## src/rtl/alarm_ctrl_if.sv

```systemverilog
// ---------------------------------------------------------------------------
// alarm_ctrl_if
// Purpose : groups the keypad/sensor inputs and the status outputs of the
//           alarm controller into one bundle.
// Signals : arm, disarm        - one-cycle keypad request pulses
//           zone_in, zone_en   - smoothed zone sensors and monitor mask (NZ)
//           tamper             - enclosure tamper switch (ALARM_CTRL_TAMPER_EN)
//           state              - current state code (3 bits)
//           armed, siren, buzzer, filt_clr, arm_fail - status/pulse outputs
//           trig_zone          - latched mask of zones that caused the alarm
// Modports: master drives requests/sensors, slave is the controller.
// Macro   : ALARM_CTRL_TAMPER_EN adds the tamper signal.
// ---------------------------------------------------------------------------
interface alarm_ctrl_if #(
    parameter int NZ = 4
) ();
    logic          arm;
    logic          disarm;
    logic [NZ-1:0] zone_in;
    logic [NZ-1:0] zone_en;
`ifdef ALARM_CTRL_TAMPER_EN
    logic          tamper;
`endif
    logic [2:0]    state;
    logic          armed;
    logic          siren;
    logic          buzzer;
    logic          filt_clr;
    logic          arm_fail;
    logic [NZ-1:0] trig_zone;

`ifdef ALARM_CTRL_TAMPER_EN
    modport master (
        output arm, disarm, zone_in, zone_en, tamper,
        input  state, armed, siren, buzzer, filt_clr, arm_fail, trig_zone
    );
    modport slave (
        input  arm, disarm, zone_in, zone_en, tamper,
        output state, armed, siren, buzzer, filt_clr, arm_fail, trig_zone
    );
`else
    modport master (
        output arm, disarm, zone_in, zone_en,
        input  state, armed, siren, buzzer, filt_clr, arm_fail, trig_zone
    );
    modport slave (
        input  arm, disarm, zone_in, zone_en,
        output state, armed, siren, buzzer, filt_clr, arm_fail, trig_zone
    );
`endif
endinterface

```

## src/rtl/alarm_ctrl.sv

```systemverilog
// ---------------------------------------------------------------------------
// alarm_ctrl
// Purpose : intrusion alarm controller. Zone 0 is the delayed entry/exit
//           zone, zones 1..NZ-1 trigger the alarm instantly. Sequence is
//           DISARMED -> EXIT_DELAY -> ARMED -> (ENTRY_DELAY) -> ALARM, with
//           auto re-arm once the siren period expires.
// Ports   : CLK    - system clock, all state changes on its rising edge
//           RST_N  - asynchronous active-low reset
//           bus    - alarm_ctrl_if.slave (requests, sensors, status outputs)
// Params  : NZ (zones), EXIT_CYC, ENTRY_CYC, SIREN_CYC (cycle counts)
// Macro   : ALARM_CTRL_TAMPER_EN - when defined, tamper forces ALARM from
//           any other state. Default build has no tamper logic.
// All outputs are registered and respond one edge after their inputs.
// ---------------------------------------------------------------------------
module alarm_ctrl #(
    parameter int NZ        = 4,
    parameter int EXIT_CYC  = 16,
    parameter int ENTRY_CYC = 16,
    parameter int SIREN_CYC = 64
) (
    input logic         CLK,
    input logic         RST_N,
    alarm_ctrl_if.slave bus
);
    localparam int MAX_AB = (EXIT_CYC > ENTRY_CYC) ? EXIT_CYC : ENTRY_CYC;
    localparam int MAX_C  = (MAX_AB > SIREN_CYC) ? MAX_AB : SIREN_CYC;
    localparam int CW     = $clog2(MAX_C) + 1;

    localparam logic [CW-1:0] EXIT_LD  = CW'(EXIT_CYC - 1);
    localparam logic [CW-1:0] ENTRY_LD = CW'(ENTRY_CYC - 1);
    localparam logic [CW-1:0] SIREN_LD = CW'(SIREN_CYC - 1);

    localparam logic [2:0] S_DISARMED = 3'd0;
    localparam logic [2:0] S_EXIT     = 3'd1;
    localparam logic [2:0] S_ARMED    = 3'd2;
    localparam logic [2:0] S_ENTRY    = 3'd3;
    localparam logic [2:0] S_ALARM    = 3'd4;

    logic [2:0]    state_q, state_d;
    logic [CW-1:0] cnt_q, cnt_d;
    logic [NZ-1:0] trig_q, trig_d;
    logic          armed_q, armed_d;
    logic          siren_q, siren_d;
    logic          buzzer_q, buzzer_d;
    logic          filt_clr_q, filt_clr_d;
    logic          arm_fail_q, arm_fail_d;

    logic [NZ-1:0] act;
    logic          inst;
    logic          dly;

    assign act  = bus.zone_in & bus.zone_en;
    assign inst = |act[NZ-1:1];
    assign dly  = act[0];

    // Next-state logic. Disarm always wins over every other request; the
    // shared counter is reloaded on each delay/alarm entry so it never wraps.
    always_comb begin
        state_d    = state_q;
        cnt_d      = cnt_q;
        trig_d     = trig_q;
        filt_clr_d = 1'b0;
        arm_fail_d = 1'b0;
        case (state_q)
            S_DISARMED: begin
                if (!bus.disarm && bus.arm) begin
                    if (act == '0) begin
                        state_d    = S_EXIT;
                        cnt_d      = EXIT_LD;
                        trig_d     = '0;
                        filt_clr_d = 1'b1;
                    end else begin
                        arm_fail_d = 1'b1;
                    end
                end
            end
            S_EXIT: begin
                if (bus.disarm) begin
                    state_d = S_DISARMED;
                end else if (cnt_q == '0) begin
                    state_d = S_ARMED;
                end else begin
                    cnt_d = cnt_q - 1'b1;
                end
            end
            S_ARMED: begin
                if (bus.disarm) begin
                    state_d = S_DISARMED;
                end else if (inst) begin
                    state_d = S_ALARM;
                    cnt_d   = SIREN_LD;
                    trig_d  = trig_q | act;
                end else if (dly) begin
                    state_d = S_ENTRY;
                    cnt_d   = ENTRY_LD;
                end
            end
            S_ENTRY: begin
                if (bus.disarm) begin
                    state_d = S_DISARMED;
                end else if (inst || cnt_q == '0) begin
                    state_d = S_ALARM;
                    cnt_d   = SIREN_LD;
                    trig_d  = trig_q | act;
                end else begin
                    cnt_d = cnt_q - 1'b1;
                end
            end
            S_ALARM: begin
                // Zones keep accumulating during the siren without
                // restarting its timer.
                trig_d = trig_q | act;
                if (bus.disarm) begin
                    state_d = S_DISARMED;
                end else if (cnt_q == '0) begin
                    state_d = S_ARMED;
                end else begin
                    cnt_d = cnt_q - 1'b1;
                end
            end
            default: begin
                state_d = S_DISARMED;
            end
        endcase
`ifdef ALARM_CTRL_TAMPER_EN
        // Tamper overrides everything outside ALARM; inside ALARM a disarm
        // still leaves, and a persisting tamper pulls it back next cycle.
        if (bus.tamper && state_q != S_ALARM) begin
            state_d    = S_ALARM;
            cnt_d      = SIREN_LD;
            trig_d     = trig_q;
            filt_clr_d = 1'b0;
            arm_fail_d = 1'b0;
        end
`endif
    end

    // Status outputs are decoded from the next state so that they are
    // registered alongside it and change on the same edge.
    always_comb begin
        armed_d  = (state_d == S_ARMED) || (state_d == S_ENTRY) ||
                   (state_d == S_ALARM);
        siren_d  = (state_d == S_ALARM);
        buzzer_d = (state_d == S_EXIT) || (state_d == S_ENTRY);
    end

    // State and output registers.
    always_ff @(posedge CLK or negedge RST_N) begin
        if (!RST_N) begin
            state_q    <= S_DISARMED;
            cnt_q      <= '0;
            trig_q     <= '0;
            armed_q    <= 1'b0;
            siren_q    <= 1'b0;
            buzzer_q   <= 1'b0;
            filt_clr_q <= 1'b0;
            arm_fail_q <= 1'b0;
        end else begin
            state_q    <= state_d;
            cnt_q      <= cnt_d;
            trig_q     <= trig_d;
            armed_q    <= armed_d;
            siren_q    <= siren_d;
            buzzer_q   <= buzzer_d;
            filt_clr_q <= filt_clr_d;
            arm_fail_q <= arm_fail_d;
        end
    end

    assign bus.state     = state_q;
    assign bus.armed     = armed_q;
    assign bus.siren     = siren_q;
    assign bus.buzzer    = buzzer_q;
    assign bus.filt_clr  = filt_clr_q;
    assign bus.arm_fail  = arm_fail_q;
    assign bus.trig_zone = trig_q;
endmodule

```

## src/flat_wrapper.sv

```systemverilog
// flat-port wrapper written by rule: the top's interface ports become plain ports
module alarm_ctrl_flat 
#(
    parameter int NZ        = 4,
    parameter int EXIT_CYC  = 16,
    parameter int ENTRY_CYC = 16,
    parameter int SIREN_CYC = 64
)
  (CLK, RST_N, bus_arm, bus_disarm, bus_zone_in, bus_zone_en, bus_state, bus_armed, bus_siren, bus_buzzer, bus_filt_clr, bus_arm_fail, bus_trig_zone);
  alarm_ctrl_if #(.NZ(NZ)) bus_i ();
  input logic CLK;
  input logic RST_N;
  input wire logic [$bits(bus_i.arm)-1:0] bus_arm;
  input wire logic [$bits(bus_i.disarm)-1:0] bus_disarm;
  input wire logic [$bits(bus_i.zone_in)-1:0] bus_zone_in;
  input wire logic [$bits(bus_i.zone_en)-1:0] bus_zone_en;
  output wire logic [$bits(bus_i.state)-1:0] bus_state;
  output wire logic [$bits(bus_i.armed)-1:0] bus_armed;
  output wire logic [$bits(bus_i.siren)-1:0] bus_siren;
  output wire logic [$bits(bus_i.buzzer)-1:0] bus_buzzer;
  output wire logic [$bits(bus_i.filt_clr)-1:0] bus_filt_clr;
  output wire logic [$bits(bus_i.arm_fail)-1:0] bus_arm_fail;
  output wire logic [$bits(bus_i.trig_zone)-1:0] bus_trig_zone;
  assign bus_i.arm = bus_arm;
  assign bus_i.disarm = bus_disarm;
  assign bus_i.zone_in = bus_zone_in;
  assign bus_i.zone_en = bus_zone_en;
  assign bus_state = bus_i.state;
  assign bus_armed = bus_i.armed;
  assign bus_siren = bus_i.siren;
  assign bus_buzzer = bus_i.buzzer;
  assign bus_filt_clr = bus_i.filt_clr;
  assign bus_arm_fail = bus_i.arm_fail;
  assign bus_trig_zone = bus_i.trig_zone;
  alarm_ctrl #(.NZ(NZ), .EXIT_CYC(EXIT_CYC), .ENTRY_CYC(ENTRY_CYC), .SIREN_CYC(SIREN_CYC)) u_core (.CLK(CLK), .RST_N(RST_N), .bus(bus_i));
endmodule
```

## config.mk

```make
export PLATFORM = sky130hd
export DESIGN_NAME = alarm_ctrl_flat
export DESIGN_NICKNAME = d
export VERILOG_FILES = /design/src/rtl/alarm_ctrl_if.sv /design/src/rtl/alarm_ctrl.sv /design/src/flat_wrapper.sv
export SDC_FILE = /design/constraint.sdc
export NUM_CORES = 1
export LEC_CHECK = 0
export ABC_AREA = 0
export BUFFER_PORTS_ARGS = -buffer_cell sky130_fd_sc_hd__clkbuf_2
export CAP_MARGIN = 40
export CELL_PAD_IN_SITES_DETAIL_PLACEMENT = 1
export CELL_PAD_IN_SITES_GLOBAL_PLACEMENT = 2
export CORE_MARGIN = 2
export CORE_UTILIZATION = 33
export CTS_CLUSTER_SIZE = 10
export DETAILED_ROUTE_END_ITERATION = 10
export HOLD_SLACK_MARGIN = 0.05
export PLACE_DENSITY_LB_ADDON = 0.1
export SLEW_MARGIN = 20
export SYNTH_ARGS = -nofsm -noshare
export SYNTH_HDL_FRONTEND = slang
export SYNTH_SLANG_ARGS = --single-unit
```

## constraint.sdc

```tcl
create_clock -name CLK -period 3.12 [get_ports CLK]
set_input_delay 0 -clock CLK [delete_from_list [all_inputs] [get_ports CLK]]
set_output_delay 0 -clock CLK [all_outputs]
set_load 0.02 [all_outputs]
```

==> out/results.ini <==
[run_status]
status=finished, violations left
violations=DRC

[clock_tree]
cts_setup_buffers=0
cts-root-buf=clkbuf_4
clockBufferDepth=2
cts_tree=yes
clkTransAtPathRegs_ps=120
clock_sinks=19
clk_latency_ps=310
numCtsBuffers=3
cts_hold_buf=10
htree_levels=1
cts_resized=0

[die]
die_h_um=58.63
placementRows=19
core_um2=2805
die_area_um2=3437
die_x_um=58.63
start_util_pct=35.10
ios=24

[sta]
slew_headroom_pct=49.85
timing.final.crit_period_ps=2271
tightest_slew_ps=746.5
final_max_slew_viol_count=0
clock_skew_ps=10.89
rsz0062_at_grt=false
maxClockFrequency_mhz=440.3
finalSetupViolations=0
tns_ps=0
hold_viol=0
final.setup.worst_slack_ps=849.1
finalCritPeriodShare_pct=72.79
finalHoldWorstSlack_ps=175.4

[setup_path]
crit_required_ps=3360
cp_top_family=simple AND/OR/NAND/NOR gates
cp.buffers_inverters=1
cp-start-kind=flip-flop
cp.arrival_ps=2510
max_stage_delay_ps=560
cp_common_cell=nor2_1
crit_type=reg -> reg
crit_slowest_cell=dlygate4sd3_1
end_kind=flip-flop
path_cells=nor2_1, nand4_1, o21ai_0, a31oi_1, dlygate4sd3_1, nor2_1
path_max_fanout=11

[logic_synthesis]
synth-main-ff-cell=dfrtp_1
synth_edf_count=0
seq_area_frac_synth_pct=48.28
async_flop_share_pct=100.0
synth_cells=107
synth.avg_cell_area_um2=9.203
yosysWarnings=0
synth_nets=120
synth_cell_types=33
ys_seq_elements=19
syn_area_um2=984.7

[placed_design]
place_congestion=0.7124
hpwl_um=1872
port_buffers=23
dp_worst_setup_slack_ps=969.3
dp.cells=160

[power_and_ir_drop]
seqPwrFrac_pct=53.3
internal-power_w=0.0003760
p_sw_share_pct=31.67
power_w=0.0005503
p_per_area_nw_per_um2=433.3
p_leak_nw=0.6096
combPwrFrac_pct=23.1
clockPowerShare_pct=23.5
p_switching_w=0.0001743
vdd_drop_max_v=0.0001789

[global_routing]
grt_pass1_wl_um=4533
gr-total-overflow=0
grt_max_degree=20
grt_usage_pct=17.19
grt_pass1_vias=978
antenna_found_initial=0

[routing]
drt_wl_total_um=2585
wire_per_inst_um=14.86
routed_via_density=5.402
drc=1
drtAntennaViolNets=0
vias=940
drt_pre_antenna_iters=7
drtIter0Drc=33

[cells_and_area]
n_antenna_cell=0
stdcell_count=174
register_area_um2=475.5
nNetsFinal=157
areaGrowthSynthToFinish_pct=28.97
drive_gt1_share_pct=23.08
multi_input_area_um2=464.2
fillers=347

[min_path]
hold_class=in -> async

[job]
maxCapViolCount=0

==> power groups by stage <==
| stage | Combinational [W] | Sequential, W | Clock (W) |
|---|---|---|---|
| floorplan | 0.0000591 | 0.000306 | 0 |
| global placement | 0.000110 | 0.000297 | 0 |
| detailed placement | 0.000113 | 0.000298 | 0 |
| CTS | 0.000130 | 0.000294 | 0.000134 |
| global route | 0.000144 | 0.000298 | 0.000145 |
| finish | 0.000127 | 0.000294 | 0.000129 |
==> routing by layer <==
layer  wire length, µm  track usage [%]  share of wire [%]  up-vias
met2              1175            26.81                 45       24
met4                34            6.169                1.3        0
li1                  -                -                  -      462
met5                 0                0                  0        -
met1              1280            24.21                 50      449
met3                95            2.637                3.7        5
==> flip-flops by register name, indices dropped and copies added (netlist names) <==
name and count:
u_core.bus.arm_fail 1, u_core.bus.armed 1, u_core.bus.buzzer 1, u_core.bus.filt_clr 1, u_core.bus.siren 1, u_core.bus.state 3, u_core.bus.trig_zone 4, u_core.cnt_q 7
==> kinds of logic (layout without fill, tap and decap cells) <==
kind of cell	after synthesis	in the layout	synth area share [%]
and+or+nand+nor	35	35	17.66
xor gates and xnor gates	1	1	0.8896
AOI/OAI and AO/OA	39	39	26.30
DFF	19	19	48.29
muxes	1	1	1.017
adders and majority gates	1	1	1.270
buffers and inverters	11	47	4.575
==> synth_stat cells, types with 2 or more instances <==
cell / n / area, µm²
a211oi_1: 2 / 15.01
a21o_1: 3 / 22.52
a21oi_1: 7 / 35.03
a31oi_1: 5 / 31.28
clkbuf_1: 3 / 11.26
dfrtp_1: 19 / 475.5
inv_1: 7 / 26.28
nand2_1: 7 / 26.28
nand3_1: 2 / 10.01
nor2_1: 12 / 45.04
nor2b_1: 2 / 12.51
nor3_1: 4 / 20.02
nor3b_1: 3 / 22.52
o21ai_0: 11 / 55.05
o31ai_1: 2 / 15.01
==> cell usage in the layout, fill, tap and decap left out, types with 2 or more instances in the layout <==
master	instances
clkbuf_2	23
dfrtp_1	19
nor2_1	12
o21ai_0	11
dlygate4sd3_1	10
inv_1	7
nand2_1	7
a21oi_1	7
a31oi_1	5
nor3_1	4
nor3b_1	3
a21o_1	3
clkbuf_4	3
buf_4	3
nand3_1	2
o31ai_1	2
a211oi_1	2
nor2b_1	2
==> worst reg2reg max path, delay by kind of cell, from the launching register on <==
kind,cells,cell delay (ps)
AOI/OAI and AO/OA,2,430
and+or+nand+nor,3,700
buffers and inverters,1,560
DFF,1,520
==> metrics by stage <==
step	utilization, %	cell area, µm²
final	45.27	1270
after global routing	45.27	1270
after CTS	45.27	1270
after detailed placement	40.72	1142
after global placement	40.72	1142
after floorplan	-	984.7
==> area by class of cell <==
| type | count | share of cell area (%) |
|---|---|---|
| clock inverters | 1 | 0.3941 |
| multi-input cells | 77 | 36.55 |
| clock buffers | 3 | 1.773 |
| repair buffers | 36 | 18.72 |
| flip-flops and latches | 19 | 37.44 |
| well taps | 31 | 3.054 |
| inverters | 7 | 2.069 |
==> final timing paths <==
path	cells after the start	end	startpoint	slack, ps
setup / recovery	6	u_core.bus.trig_zone[3]$_DFFE_PN0P_	u_core.bus.state[2]$_DFF_PN0_	850
hold / removal	2	u_core.bus.arm_fail$_DFF_PN0_	RST_N	180
setup reg to reg	6	u_core.bus.trig_zone[3]$_DFFE_PN0P_	u_core.bus.state[2]$_DFF_PN0_	850
hold reg to reg	1	u_core.cnt_q[6]$_DFFE_PN0P_	u_core.cnt_q[6]$_DFFE_PN0P_	510
max in group asynchronous	2	u_core.bus.state[0]$_DFF_PN0_	RST_N	2610
min in group CLK	4	u_core.bus.trig_zone[0]$_DFFE_PN0P_	bus_zone_en[0]	180
No activity file was read; power rests on OpenSTA's default activity.
